[config.mk]
export PLATFORM = sky130hd
export DESIGN_NAME = hazard_unit_flat
export DESIGN_NICKNAME = d
export VERILOG_FILES = /design/src/rtl/hazard_unit_if.sv /design/src/rtl/hazard_unit.sv /design/src/flat_wrapper.sv
export SDC_FILE = /design/constraint.sdc
export NUM_CORES = 1
export LEC_CHECK = 0
export CAP_MARGIN = 15
export CORE_MARGIN = 1.5
export CORE_UTILIZATION = 30
export CTS_BUF_LIST = sky130_fd_sc_hd__clkbuf_2 sky130_fd_sc_hd__clkbuf_4 sky130_fd_sc_hd__clkbuf_8
export DETAILED_ROUTE_END_ITERATION = 12
export GPL_TIMING_DRIVEN = 0
export HOLD_SLACK_MARGIN = 0.15
export PLACE_DENSITY = 0.79
export SLEW_MARGIN = 20
export SYNTH_ARGS = -nofsm -noshare
export SYNTH_HDL_FRONTEND = slang
export SYNTH_SLANG_ARGS = --single-unit
[constraint.sdc]
create_clock -name Clk -period 1.84 [get_ports Clk]
set_input_delay 0.368 -clock Clk [delete_from_list [all_inputs] [get_ports Clk]]
set_output_delay 0.368 -clock Clk [all_outputs]
set_load 0.05 [all_outputs]
[src/rtl/hazard_unit_if.sv]
// rtl/hazard_unit_if.sv - hazard inputs and per-stage {Stall, Flush} control bundles
// Control bundles are packed as [1] = Stall, [0] = Flush.
interface hazard_unit_if;
    logic [4:0] ID_RsAddr;
    logic [4:0] ID_RtAddr;
    logic       ID_UsesRs;
    logic       ID_UsesRt;
    logic       ID_UsesHiLo;
    logic       EX_MemRead;
    logic [4:0] EX_RtAddr;
    logic       EX_MdStart;
    logic       EX_Redirect;
    logic       IMem_Ready;
    logic       DMem_Ready;

    logic       PC_Stall;
    logic [1:0] IF_ID_Cntl;
    logic [1:0] ID_EX_Cntl;
    logic [1:0] EX_MEM_Cntl;
    logic [1:0] MEM_WB_Cntl;
    logic       Redir_Replay;
    logic       MD_Busy;

    modport master (
        output ID_RsAddr, ID_RtAddr, ID_UsesRs, ID_UsesRt, ID_UsesHiLo,
               EX_MemRead, EX_RtAddr, EX_MdStart, EX_Redirect,
               IMem_Ready, DMem_Ready,
        input  PC_Stall, IF_ID_Cntl, ID_EX_Cntl, EX_MEM_Cntl, MEM_WB_Cntl,
               Redir_Replay, MD_Busy
    );

    modport slave (
        input  ID_RsAddr, ID_RtAddr, ID_UsesRs, ID_UsesRt, ID_UsesHiLo,
               EX_MemRead, EX_RtAddr, EX_MdStart, EX_Redirect,
               IMem_Ready, DMem_Ready,
        output PC_Stall, IF_ID_Cntl, ID_EX_Cntl, EX_MEM_Cntl, MEM_WB_Cntl,
               Redir_Replay, MD_Busy
    );
endinterface

[src/rtl/hazard_unit.sv]
// rtl/hazard_unit.sv - pipeline stall/flush arbitration for the 5-stage MIPS core
// Priority: DMem freeze > KILL recovery > EX redirect > load-use/HI-LO > fetch miss.
module hazard_unit #(
    parameter int MD_LAT = 8
) (
    input  logic          Clk,
    input  logic          Rst_n,
    hazard_unit_if.slave  hif
);
    localparam int             CW      = $clog2(MD_LAT + 1);
    localparam logic [CW-1:0]  MD_LOAD = CW'(MD_LAT);
    localparam logic [1:0]     C_STALL = 2'b10;
    localparam logic [1:0]     C_FLUSH = 2'b01;

    typedef enum logic {RUN, KILL} state_t;

    state_t          r_state;
    logic [CW-1:0]   r_md_cnt;

    logic            w_freeze;
    logic            w_lu_hz;
    logic            w_md_hz;
    logic            w_md_busy;
    logic            w_pc_stall;
    logic            w_replay;
    logic [1:0]      w_if_id;
    logic [1:0]      w_id_ex;
    logic [1:0]      w_ex_mem;
    logic [1:0]      w_mem_wb;

    assign w_freeze  = !hif.DMem_Ready;
    assign w_md_busy = (r_md_cnt != '0);
    assign w_lu_hz   = hif.EX_MemRead && (hif.EX_RtAddr != 5'd0) &&
                       ((hif.ID_UsesRs && (hif.ID_RsAddr == hif.EX_RtAddr)) ||
                        (hif.ID_UsesRt && (hif.ID_RtAddr == hif.EX_RtAddr)));
    assign w_md_hz   = hif.ID_UsesHiLo && w_md_busy;

    always_comb begin
        w_pc_stall = 1'b0;
        w_replay   = 1'b0;
        w_if_id    = 2'b00;
        w_id_ex    = 2'b00;
        w_ex_mem   = 2'b00;
        w_mem_wb   = 2'b00;
        if (!Rst_n) begin
            w_pc_stall = 1'b0;
        end else if (w_freeze) begin
            w_pc_stall = 1'b1;
            w_if_id    = C_STALL;
            w_id_ex    = C_STALL;
            w_ex_mem   = C_STALL;
            w_mem_wb   = C_FLUSH;
        end else if (r_state == KILL) begin
            // The stale fetch word is discarded even on the cycle it finally arrives.
            w_pc_stall = 1'b1;
            w_if_id    = C_FLUSH;
            w_id_ex    = hif.EX_Redirect ? C_FLUSH : 2'b00;
            w_replay   = hif.IMem_Ready;
        end else if (hif.EX_Redirect) begin
            w_pc_stall = !hif.IMem_Ready;
            w_if_id    = C_FLUSH;
            w_id_ex    = C_FLUSH;
        end else if (w_lu_hz || w_md_hz) begin
            w_pc_stall = 1'b1;
            w_if_id    = C_STALL;
            w_id_ex    = C_FLUSH;
        end else if (!hif.IMem_Ready) begin
            w_pc_stall = 1'b1;
            w_if_id    = C_FLUSH;
        end
    end

    always_ff @(posedge Clk or negedge Rst_n) begin
        if (!Rst_n) begin
            r_state  <= RUN;
            r_md_cnt <= '0;
        end else begin
            if (!w_freeze) begin
                case (r_state)
                    RUN:     if (hif.EX_Redirect && !hif.IMem_Ready) r_state <= KILL;
                    KILL:    if (hif.IMem_Ready) r_state <= RUN;
                    default: r_state <= RUN;
                endcase
            end
            // Counter keeps draining through frozen cycles; only the reload is blocked.
            if (hif.EX_MdStart && !w_freeze)
                r_md_cnt <= MD_LOAD;
            else if (w_md_busy)
                r_md_cnt <= r_md_cnt - 1'b1;
        end
    end

    assign hif.PC_Stall     = w_pc_stall;
    assign hif.IF_ID_Cntl   = w_if_id;
    assign hif.ID_EX_Cntl   = w_id_ex;
    assign hif.EX_MEM_Cntl  = w_ex_mem;
    assign hif.MEM_WB_Cntl  = w_mem_wb;
    assign hif.Redir_Replay = w_replay;
    assign hif.MD_Busy      = Rst_n && w_md_busy;
endmodule

[src/flat_wrapper.sv]
// flat-port wrapper written by rule: the top's interface ports become plain ports
module hazard_unit_flat 
#(
    parameter int MD_LAT = 8
)
  (Clk, Rst_n, hif_ID_RsAddr, hif_ID_RtAddr, hif_ID_UsesRs, hif_ID_UsesRt, hif_ID_UsesHiLo, hif_EX_MemRead, hif_EX_RtAddr, hif_EX_MdStart, hif_EX_Redirect, hif_IMem_Ready, hif_DMem_Ready, hif_PC_Stall, hif_IF_ID_Cntl, hif_ID_EX_Cntl, hif_EX_MEM_Cntl, hif_MEM_WB_Cntl, hif_Redir_Replay, hif_MD_Busy);
  hazard_unit_if hif_i ();
  input  logic Clk;
  input  logic Rst_n;
  input wire logic [$bits(hif_i.ID_RsAddr)-1:0] hif_ID_RsAddr;
  input wire logic [$bits(hif_i.ID_RtAddr)-1:0] hif_ID_RtAddr;
  input wire logic [$bits(hif_i.ID_UsesRs)-1:0] hif_ID_UsesRs;
  input wire logic [$bits(hif_i.ID_UsesRt)-1:0] hif_ID_UsesRt;
  input wire logic [$bits(hif_i.ID_UsesHiLo)-1:0] hif_ID_UsesHiLo;
  input wire logic [$bits(hif_i.EX_MemRead)-1:0] hif_EX_MemRead;
  input wire logic [$bits(hif_i.EX_RtAddr)-1:0] hif_EX_RtAddr;
  input wire logic [$bits(hif_i.EX_MdStart)-1:0] hif_EX_MdStart;
  input wire logic [$bits(hif_i.EX_Redirect)-1:0] hif_EX_Redirect;
  input wire logic [$bits(hif_i.IMem_Ready)-1:0] hif_IMem_Ready;
  input wire logic [$bits(hif_i.DMem_Ready)-1:0] hif_DMem_Ready;
  output wire logic [$bits(hif_i.PC_Stall)-1:0] hif_PC_Stall;
  output wire logic [$bits(hif_i.IF_ID_Cntl)-1:0] hif_IF_ID_Cntl;
  output wire logic [$bits(hif_i.ID_EX_Cntl)-1:0] hif_ID_EX_Cntl;
  output wire logic [$bits(hif_i.EX_MEM_Cntl)-1:0] hif_EX_MEM_Cntl;
  output wire logic [$bits(hif_i.MEM_WB_Cntl)-1:0] hif_MEM_WB_Cntl;
  output wire logic [$bits(hif_i.Redir_Replay)-1:0] hif_Redir_Replay;
  output wire logic [$bits(hif_i.MD_Busy)-1:0] hif_MD_Busy;
  assign hif_i.ID_RsAddr = hif_ID_RsAddr;
  assign hif_i.ID_RtAddr = hif_ID_RtAddr;
  assign hif_i.ID_UsesRs = hif_ID_UsesRs;
  assign hif_i.ID_UsesRt = hif_ID_UsesRt;
  assign hif_i.ID_UsesHiLo = hif_ID_UsesHiLo;
  assign hif_i.EX_MemRead = hif_EX_MemRead;
  assign hif_i.EX_RtAddr = hif_EX_RtAddr;
  assign hif_i.EX_MdStart = hif_EX_MdStart;
  assign hif_i.EX_Redirect = hif_EX_Redirect;
  assign hif_i.IMem_Ready = hif_IMem_Ready;
  assign hif_i.DMem_Ready = hif_DMem_Ready;
  assign hif_PC_Stall = hif_i.PC_Stall;
  assign hif_IF_ID_Cntl = hif_i.IF_ID_Cntl;
  assign hif_ID_EX_Cntl = hif_i.ID_EX_Cntl;
  assign hif_EX_MEM_Cntl = hif_i.EX_MEM_Cntl;
  assign hif_MEM_WB_Cntl = hif_i.MEM_WB_Cntl;
  assign hif_Redir_Replay = hif_i.Redir_Replay;
  assign hif_MD_Busy = hif_i.MD_Busy;
  hazard_unit #(.MD_LAT(MD_LAT)) u_core (.Clk(Clk), .Rst_n(Rst_n), .hif(hif_i));
endmodule
# Word level (Yosys, flattened, before mapping)
# Index checks and enable logic that the tools add are counted.
# classes
n_addsub	1
mul	0
n_div	0
n_lt_le_gt_ge	0
eq_ne	2
n_shift	0
n_mux	29
bitwise_logic	1
reduce_logical	14
# ops
operator	count
$mux W2	12
$mux W1	14
$eq A5 B5 Y1	2
$logic_and A1 B1 Y1	8
$mux W4	2
$reduce_bool A5 Y1	1
$reduce_bool A4 Y1	1
$sub A4 B1 Y4 const B	1
$logic_or A1 B1 Y1	2
$pmux W1 S2	1
$reduce_bool A2 Y1	1
$logic_not A1 Y1	1
$not A1 Y1	1
# totals
ff_bits	5
latch_bits	0
ram_bits	0
rom_bits	0
in_bits	25
out_inout_bits	11
elab_cells	49
n_memories	0

# Longest topological paths before layout
# depth
ltp_word	10
ltp_mapped	7

# Worst setup path before layout
# No wires, ideal clock.
# synth_timing
kind	input port to output port
from	input hif_DMem_Ready
to	output hif_ID_EX_Cntl[0]
arrival_ns	2.100
required_ns	1.472
slack_ns	-0.628
cell_stages	5
path_cell_list	clkbuf_1 nand2_1 nor2_1 nand2_1 o21ai_0
# synth_via
elab_chain_len	2
# synth_rtl
item	line	rtl
start: declaration	flat_wrapper.sv:20	input wire logic [$bits(hif_i.DMem_Ready)-1:0] hif_DMem_Ready;
$mux W2	hazard_unit.sv:47	end else if (w_freeze) begin
$mux W2	hazard_unit.sv:45	if (!Rst_n) begin
end: declaration	flat_wrapper.sv:23	output wire logic [$bits(hif_i.ID_EX_Cntl)-1:0] hif_ID_EX_Cntl;
# Every way passes these cells.

# Final worst setup path
# layout_timing
from	register u_core.r_md_cnt[0]
to	output hif_ID_EX_Cntl[0]
# layout_via
elab_chain_len	8
# layout_rtl
item	line	rtl
start: declaration	hazard_unit.sv:18	logic [CW-1:0] r_md_cnt;
start signal: assignment	hazard_unit.sv:89	r_md_cnt <= r_md_cnt - 1'b1;
$reduce_bool A4 Y1	hazard_unit.sv:32	assign w_md_busy = (r_md_cnt != '0);
$logic_and A1 B1 Y1	hazard_unit.sv:36	assign w_md_hz = hif.ID_UsesHiLo && w_md_busy;
$logic_or A1 B1 Y1	hazard_unit.sv:63	end else if (w_lu_hz || w_md_hz) begin
$mux W1	hazard_unit.sv:63	
$mux W2	hazard_unit.sv:59	end else if (hif.EX_Redirect) begin
$mux W2	hazard_unit.sv:53	end else if (r_state == KILL) begin
$mux W2	hazard_unit.sv:47	
$mux W2	hazard_unit.sv:45	
# Every way passes these cells.

==> results.sh <==
export IMPL_hold_slack_ps=457
export IMPL_critical_path_arrival_ps=1850
export IMPL_fp_row_count=15
export IMPL_drt_total_wl_mm=1.75
export IMPL_p_leak_nw=0.470
export IMPL_ys_ff_latch=5
export IMPL_die_w_um=45.7
export IMPL_skew_ps=0.305
export IMPL_start_util_pct=31.7
export IMPL_antenna_found_initial=0
export IMPL_hold_end="u_core.r_state"
export IMPL_ys_flop_type="dfrtp_1"
export IMPL_layout_nets=140
export IMPL_worst_r2r_path_depth=7
export IMPL_period_share_pct=120
export IMPL_vias_per_cell=4.79
export IMPL_synth_async_sr_flop_share_pct=100
export IMPL_hp_start="hif_DMem_Ready"
export IMPL_final_area_um2=1040
export IMPL_placed_area_um2=907
export IMPL_route_detailed_drc=0
export IMPL_wire_per_inst_um=12.7
export IMPL_yosys_area_top_type="dfrtp_1"
export IMPL_drtIter0Drc=4
export IMPL_critPathLaunch="u_core.r_md_cnt[0]"
export IMPL_num_io_pins=36
export IMPL_track_usage_pct=19.1
export IMPL_rsz0062_at_grt="true"
export IMPL_fin_cells=138
export IMPL_root_buffer="clkbuf_4"
export IMPL_ant_nets=0
export IMPL_power_density_nw_per_um2=848
export IMPL_synth_area_top_cells="dfrtp_1 (23%), xor2_1 (14%), buf_4 (5.5%), nand2_1 (4.8%), xnor2_1 (4.8%)"
export IMPL_hold_class="input pin to register"
export IMPL_numCtsBuffers=3
export IMPL_slew_violations=0
export IMPL_hpwl_mm=1.19
export IMPL_dp_cells=126
export IMPL_fillers=168
export IMPL_setup_violations=5
export IMPL_h_tree_depth=1
export IMPL_cp_slowest_cell="or3b_4"
export IMPL_worst_skew_pair_late_latency_ps=250
export IMPL_vias=661
export IMPL_final_cell_mix="buf_4 (13), clkdlybuf4s50_1 (10), xor2_1 (9)"
export IMPL_cts_sinks=5
export IMPL_yosysUniqueCellTypes=32
export IMPL_netlist_instances=68
export IMPL_die_h_um=45.7
export IMPL_maxCapViolCount=0
export IMPL_crit_required_ps=1470
export IMPL_ff2ff_setup_slack_ps=110
export IMPL_status="finished with violations"
export IMPL_synth_top_area_share_pct=22.8
export IMPL_drive_gt1_share_pct=39.8
export IMPL_grt_first_pass_wirelength_mm=2.83
export IMPL_core_area_um2=1730
export IMPL_place_gp_congestion=0.731
export IMPL_grt_pass1_vias=632
export IMPL_cp_end_kind="output pin"
export IMPL_syn_area_um2=548
export IMPL_num_antenna_cells=0
export IMPL_path_class="register to output pin"
export IMPL_postLayoutCoreUtil_pct=60.0
export IMPL_cts_reportedPaths_clkPinSlew_ps=50
export IMPL_synth_edf_count=0
export IMPL_holdPathStages=2
export IMPL_cp_cell_sequence="inv_1, ha_2, or3b_4, and2_4, a32oi_1, o21ai_1, buf_6"
export IMPL_grt_max_degree=11
export IMPL_first_pass_iters=4
export IMPL_mostFrequentLayoutCell="buf_4"
export IMPL_critical_path_max_stage_delay_ps=380
export IMPL_failed_checks="negative setup slack"
export IMPL_overflow=0
export IMPL_period_needed_ps=2220
export IMPL_yosys_warnings=0
export IMPL_port_buffers=32
export IMPL_timing_rr_start="u_core.r_md_cnt[0]"
export IMPL_cp_max_fo=5
export IMPL_start_kind="register"
export IMPL_die_area_um2=2090
export IMPL_avgSynthCellArea_um2=8.06
export IMPL_ir_drop_mv=0.625
export IMPL_yosysSeqAreaShare_pct=22.8
export IMPL_pre_cts_slack_ps=-1200
export IMPL_area_growth_syn_to_layout_pct=89.0
export IMPL_setup_ws_ps=-376
export IMPL_fmax_mhz=451
export IMPL_cts_tree="done"
export IMPL_cts_max_path_buffers=2
export IMPL_hold_viol_final=0
export IMPL_regToRegEndpoint="u_core.r_md_cnt[1]"
cells by family (layout without fill, tap and decap cells):
group	count (synthesis)	in the layout	synth area share, %
compound gates	14	14	17.6
xor+xnor	12	12	19.2
fa+ha+maj	1	1	2.28
buf+inv	8	52	8.45
flops	5	5	22.8
other cells	1	2	0.684
simple gates	27	27	29.0
state kept, by name (all words and copies together), names as in the netlist:
register	count
u_core.r_md_cnt	4
u_core.r_state	1
power by group:
part | switching (W) | leakage [nW] | internal, W
sequential | 0.0000344 | 0.0599 | 0.000158
clock | 0.0000509 | 0.0184 | 0.0000971
combinational | 0.000250 | 0.391 | 0.000289
area by class of cell:
type                            count  area (µm²)  area share, %
Multi-Input combinational cell     56         427           41.2
Buffer                              5        35.0           3.38
Sequential cell                     5         125           12.1
Timing Repair Buffer               41         380           36.7
Inverter                            2        7.51          0.725
Tap cell                           25        31.3           3.02
Clock buffer                        4        30.0           2.90
worst max-delay path: cells and delay by family (launching register included):
family,cells,cell delay (ps)
simple gates,2,550
buf+inv,2,230
compound gates,2,280
fa+ha+maj,1,170
flops,1,370
routing by layer:
layer / vias to the layer above / share of wire, % / global-route usage, %
li1: 323 / - / -
met1: 301 / 37 / 21.0
met2: 34 / 49 / 33.8
met3: 3 / 12 / 5.16
met4: 0 / 1.4 / 8.57
met5: - / 0 / 0
Yosys cell counts, drive strengths merged (2+ instances only):
cell type	n
nor2b	2
o21ai	3
a32oi	2
inv	2
nor4	3
xnor2	3
buf	5
nor2	5
a21oi	3
nor3	2
dfrtp	5
nand2	7
xor2	9
and2	3
repair_timing:
item | CTS | global route
endpoints found under the hold margin | 5 | 0
resized for setup | 72 | 16
endpoints found under the setup margin | 9 | 6
pin swaps | 6 | 6
setup buffers | 6 | 2
hold buffers | 1 | 0
worst max-delay path by stage:
stage | depth (start not counted) | slack, ps | end
3_3_place_gp | 6 | -1210 | hif_IF_ID_Cntl[0]
2_1_floorplan | 4 | -280 | hif_PC_Stall
6_report | 7 | -380 | hif_ID_EX_Cntl[0]
4_1_cts | 6 | -440 | hif_IF_ID_Cntl[0]
3_5_place_dp | 6 | -1200 | hif_IF_ID_Cntl[0]
5_1_grt | 7 | -450 | hif_ID_EX_Cntl[0]
stage by stage:
stage	power (W)	setup TNS (ps)
floorplan	0.000473	-1130
global placement	0.000595	-8430
detailed placement	0.000607	-8770
CTS	0.000870	-1950
global route	0.000958	-2050
finish	0.000879	-1640
(Power assumes the default switching activity.)
==> variant 1, RTL diff (same settings) <==
Reset style: synchronous (`Rst_n`), changed in one clocked block.
--- a/src/rtl/hazard_unit.sv
+++ b/src/rtl/hazard_unit.sv
@@ -72,3 +72,3 @@
 
-    always_ff @(posedge Clk or negedge Rst_n) begin
+    always_ff @(posedge Clk) begin
         if (!Rst_n) begin
Check against the original RTL: same outputs for any inputs over 10 cycles, from zero or initial values and one cycle with Rst_n low; that may be too few to reach the edited logic, so the function may still have changed.
==> variant 1 against the original RTL <==
- the run ends with DRC, setup timing left
- die area fell by 4.7%
- clock skew rose by 8.0 ps
- worst hold slack improved by 84 ps
- design area rose by 4.2%
- via count fell by 0.45%
- combinational power rose by 38%
- worst setup slack improved by 150 ps
- sequential cell count did not move
- power rose by 22%
- routed wire length fell by 5.0%
- area after synthesis fell by 5.0%
- sequential share of layout area fell by 2.6 points
- critical path depth did not move
==> variant 1: results (changes against the original RTL) <==
[outcome]
status=finished with violations
violations=DRC, setup timing

[placed_design]
pre_cts_slack_ps=-1208  ; -5.000 ps
dp_cells=122  ; -3.2%
placed_area_sq_um=879.6  ; -3.0%
finalWeightedCongestion=0.7350  ; +0.55%
hpwl_um=1150  ; -3.8%

[drt]
routed_wl_um=1662  ; -5.0%
drt-vias-per-instance=4.803  ; +0.27%
drt_iter0_drc=9  ; +5
firstDrtPassIters=8  ; +4
remaining_drc_errors=1  ; +1
vias=658  ; -0.45%

[cells_and_area]
fillerInstances=129  ; -23%
num-nets-final=148  ; +5.7%
drive_gt1_share_pct=49.59  ; +9.8 points
fin_util_pct=69.26  ; +9.3 points

[timing]
fin_skew_ps=8.306  ; +8.001 ps
setup_viol=4  ; -1
final.setup.worst_slack_ps=-222.6  ; +153.7 ps
setup_tns_ps=-717.5  ; +924.4 ps

[yosys]
synthTopCellsByArea=dfxtp_1 (19%), xor2_1 (13%), nand2_1 (7.2%)
synthTopCellsByCount=nand2_1 (10), nor2_1 (9), xor2_1 (8), dfxtp_1 (5)
synth-async-reset-ratio_pct=0  ; -100 points
ys.flop_type=dfxtp_1
synth.avg_cell_area_sq_um=7.229  ; -10%
ys_types=28  ; -13%

[power]
power_switching_mw=0.4540  ; +35%
finalPower_mw=1.073  ; +22%
comb-power_mw=0.746  ; +38%
ir_drop_mv=0.5366  ; -14%
p_clk_share_pct=13.4  ; -3.4 points
leakagePower_nw=0.4870  ; +3.7%

[global_route]
first_global_vias=565  ; -11%
grt_pass1_wl_um=2366  ; -16%
antenna_found_initial=0  ; unchanged
track_usage_pct=16.49  ; -2.6 points

[critical_path]
crit_fanout=3  ; -2
max_stage_delay_ps=530  ; +150 ps

[clock_tree]
cts_setup_buffers=4  ; -2
cts_resized=115  ; +60%

==> variant 1: cell types whose count changed after synthesis, sizes merged, moves of 2 or more <==
| cell | unedited run | this run |
|---|---|---|
| nand2 | 7 | 10 |
| dfxtp | 0 | 5 |
| nor2b | 2 | 4 |
| nor2 | 5 | 9 |
| and2 | 3 | 1 |
| dfrtp | 5 | 0 |
==> variant 1: cell type report <==
type	count	area share (%)
buffer	5	4.056
multi-input combinational	61	44.15
sequential	5	9.502
timing repair buffer	44	36.73
clock buffer	4	2.781
tap	16	1.854
inverter	2	0.9270
==> variant 1: kinds of logic after synthesis <==
logic type	after synthesis	synth area share, %
and+or+nand+nor	33	32.45
AOI/OAI and AO/OA	13	16.59
xor gates and xnor gates	11	18.51
buffers and inverters	7	7.933
DFF	5	19.23
adders and majority gates	1	2.403
other	1	0.7205
muxes	1	2.163
==> variant 1: metal layers <==
layer	vias up	global-route usage (%)	share of wire (%)	wire, um
met5	-	0	0	0
met1	293	19.95	42	703
li1	340	-	-	-
met3	3	4.082	4.9	81
met4	0	9.091	1.3	21
met2	22	26.38	51	855
==> variant 1: worst reg2reg max path, delay by kind of cell, from the launching register on <==
family	cells	cell delay, ps
AND/OR/NAND/NOR	2	330
flip-flops	1	320
buffers and inverters	2	230
adder cells (fa/ha/maj)	1	140
XOR/XNOR	1	130
==> variant 1: final timing paths <==
| path | startpoint | to | slack [ps] | cells after the start |
|---|---|---|---|---|
| worst max register to register | u_core.r_md_cnt[0] | u_core.r_md_cnt[0] | 580 | 6 |
| worst min register to register | u_core.r_state | u_core.r_state | 570 | 2 |
| worst min-delay path | Rst_n | u_core.r_state | 540 | 4 |
| worst max-delay path | hif_EX_RtAddr[4] | hif_PC_Stall | -220 | 7 |
==> variant 2, RTL diff (config.mk and constraints unchanged) <==
Made on the original files. `MD_LAT` is set to 8 in 2 places; all go to 16.
--- a/src/rtl/hazard_unit.sv
+++ b/src/rtl/hazard_unit.sv
@@ -3,3 +3,3 @@
 module hazard_unit #(
-    parameter int MD_LAT = 8
+    parameter int MD_LAT = 16
 ) (
--- a/src/flat_wrapper.sv
+++ b/src/flat_wrapper.sv
@@ -3,3 +3,3 @@
 #(
-    parameter int MD_LAT = 8
+    parameter int MD_LAT = 16
 )
Formal check against the unedited RTL: not equivalent (a bounded check fails within 10 cycles, from zero or initial values and one cycle with Rst_n low).
==> variant 2 against the original RTL <==
- critical endpoint unchanged
- largest power group unchanged
- sequential cell count increased by 1
- critical path type unchanged
- combinational power increased by 26%
- design area increased by 11%
- area after synthesis increased by 11%
- power increased by 21%
- worst setup slack got worse by 120 ps
- clock skew increased by 6.6 ps
- via count increased by 14%
- die area increased by 10%
- first-iteration DRC count increased by 130%
- sequential share of layout area increased by 1.0 points
- the flow still finishes with violations (setup timing)
- count of clock-buffer cells in the layout decreased by 1
- routed wire length increased by 23%
==> variant 2: results (changes against the original RTL) <==
[outcome]
status=finished with violations
violations=setup timing

[placed_design]
dp_cells=136  ; +7.9%
hpwl_um=1343  ; +12%
finalWeightedCongestion=0.7562  ; +3.4%
placed_area_sq_um=978.4  ; +7.9%
pre_cts_slack_ps=-1242  ; -38.20 ps
io_buffers=33  ; +3.1%

[yosys]
ys_seq_area_share_pct=24.74  ; +1.9 points
ys_types=33  ; +3.1%
synth-async-reset-ratio_pct=100.0  ; unchanged
synthTopCellsByCount=nand2_1 (8), xor2_1 (8), a21oi_1 (6), dfrtp_1 (6), nor2_1 (6)
synth_warnings=0  ; unchanged
synthTopCellsByArea=dfrtp_1 (25%), xor2_1 (12%), a21oi_1 (4.9%)
synth.avg_cell_area_sq_um=8.091  ; +0.40%

[critical_path]
crit_fanout=5  ; unchanged
max_stage_delay_ps=450  ; +70 ps
slowest_stage=or4b_4
reg2reg_depth=6  ; -1
arrival_ps=1970  ; +120 ps

[drt]
firstDrtPassIters=4  ; unchanged
drt-vias-per-instance=5.040  ; +5.2%
routed_wl_um=2150  ; +23%
vias=751  ; +14%
wl_met2_um=1173  ; +36%
drt_iter0_drc=9  ; +5
wl_met3_um=210  ; -2.3%
met1_length_um=736  ; +15%

[hold_path]
whs_path_depth=1  ; -1
worstHoldPathType=reg -> reg

[global_route]
track_usage_pct=17.04  ; -2.1 points
use_met2_pct=36.00  ; +2.2 points
first_global_vias=682  ; +7.9%
antenna_found_initial=0  ; unchanged
grt_max_degree=11  ; unchanged
grt_util_met3_pct=3.019  ; -2.1 points
grt_pass1_wl_um=2684  ; -5.1%
gr-usage-met1_pct=14.84  ; -6.2 points

[clock_tree]
root_buffer=clkbuf_4
htreeDepth=1  ; unchanged
numCtsBuffers=3  ; unchanged
clock_path_buffers=2  ; unchanged
clk_pin_slew_ps=50  ; about the same
clock_latency_ps=260

[power]
p_clk_share_pct=12.6  ; -4.2 points
p_seq_share_pct=23.5  ; +1.6 points
leakagePower_nw=0.4865  ; +3.6%
ir_drop_mv=0.6075  ; -2.8%
power_switching_mw=0.4388  ; +31%
powerDensity_nw_per_um2=924.2  ; +9.0%

[timing]
final.setup.worst_slack_ps=-494.7  ; -118.3 ps
setup_viol=8  ; +3
setup_tns_ps=-2450  ; -807.8 ps
fin_skew_ps=6.928  ; +6.623 ps

[cells_and_area]
num-nets-final=151  ; +7.9%
drive_gt1_share_pct=36.89  ; -2.9 points
reg.largest.list=u_core.r_md_cnt: 5 flops, u_core.r_state: 1 flops
antenna_cells=0  ; unchanged

==> variant 2: cell count changes in the layout (fill, tap and decap cells not counted), moves of 2 or more <==
cell             change
clkbuf_2             -4
a21oi_1              +3
inv_2                +2
dlymetal6s2s_1       -2
inv_1                -2
clkdlybuf4s15_2      -2
buf_4                +4
clkdlybuf4s50_1      +4
==> variant 2: what timing repair did <==
| item | 4_1_cts | 5_1_grt |
|---|---|---|
| pin swaps | 11 | 3 |
| setup endpoints to repair | 9 | 8 |
| hold buffers | 1 | 0 |
| setup buffers | 7 | 2 |
| endpoints found under the hold margin | 6 | 0 |
| gates resized for setup | 82 | 7 |
==> variant 2: worst paths after layout <==
check,start,to,slack (ps)
min reg2reg,u_core.r_md_cnt[4],u_core.r_md_cnt[4],600
max,u_core.r_md_cnt[1],hif_ID_EX_Cntl[0],-490
max in group asynchronous,Rst_n,u_core.r_md_cnt[0],820
max reg2reg,u_core.r_md_cnt[1],u_core.r_md_cnt[1],90
min,u_core.r_md_cnt[4],u_core.r_md_cnt[4],600
min in group asynchronous,Rst_n,u_core.r_md_cnt[2],790
==> variant 2: cells by family (layout without fill, tap and decap cells) <==
logic type	after synthesis	count (layout)	share of synthesized area (%)
fa+ha+maj	2	2	4.123
other cells	1	2	0.6180
flops	6	6	24.74
simple gates	30	30	27.63
compound gates	17	17	18.35
xor+xnor	11	11	15.88
mux	1	1	1.856
buf+inv	7	53	6.804
==> variant 2: cell type report <==
| type | count | area (sq um) |
|---|---|---|
| Multi-Input combinational cell | 63 | 495.5 |
| Inverter | 2 | 7.507 |
| Buffer | 5 | 35.03 |
| Sequential cell | 6 | 150.1 |
| Tap cell | 27 | 33.78 |
| Clock buffer | 3 | 22.52 |
| Timing Repair Buffer | 43 | 401.6 |
| Fill cell | 179 | 795.8 |
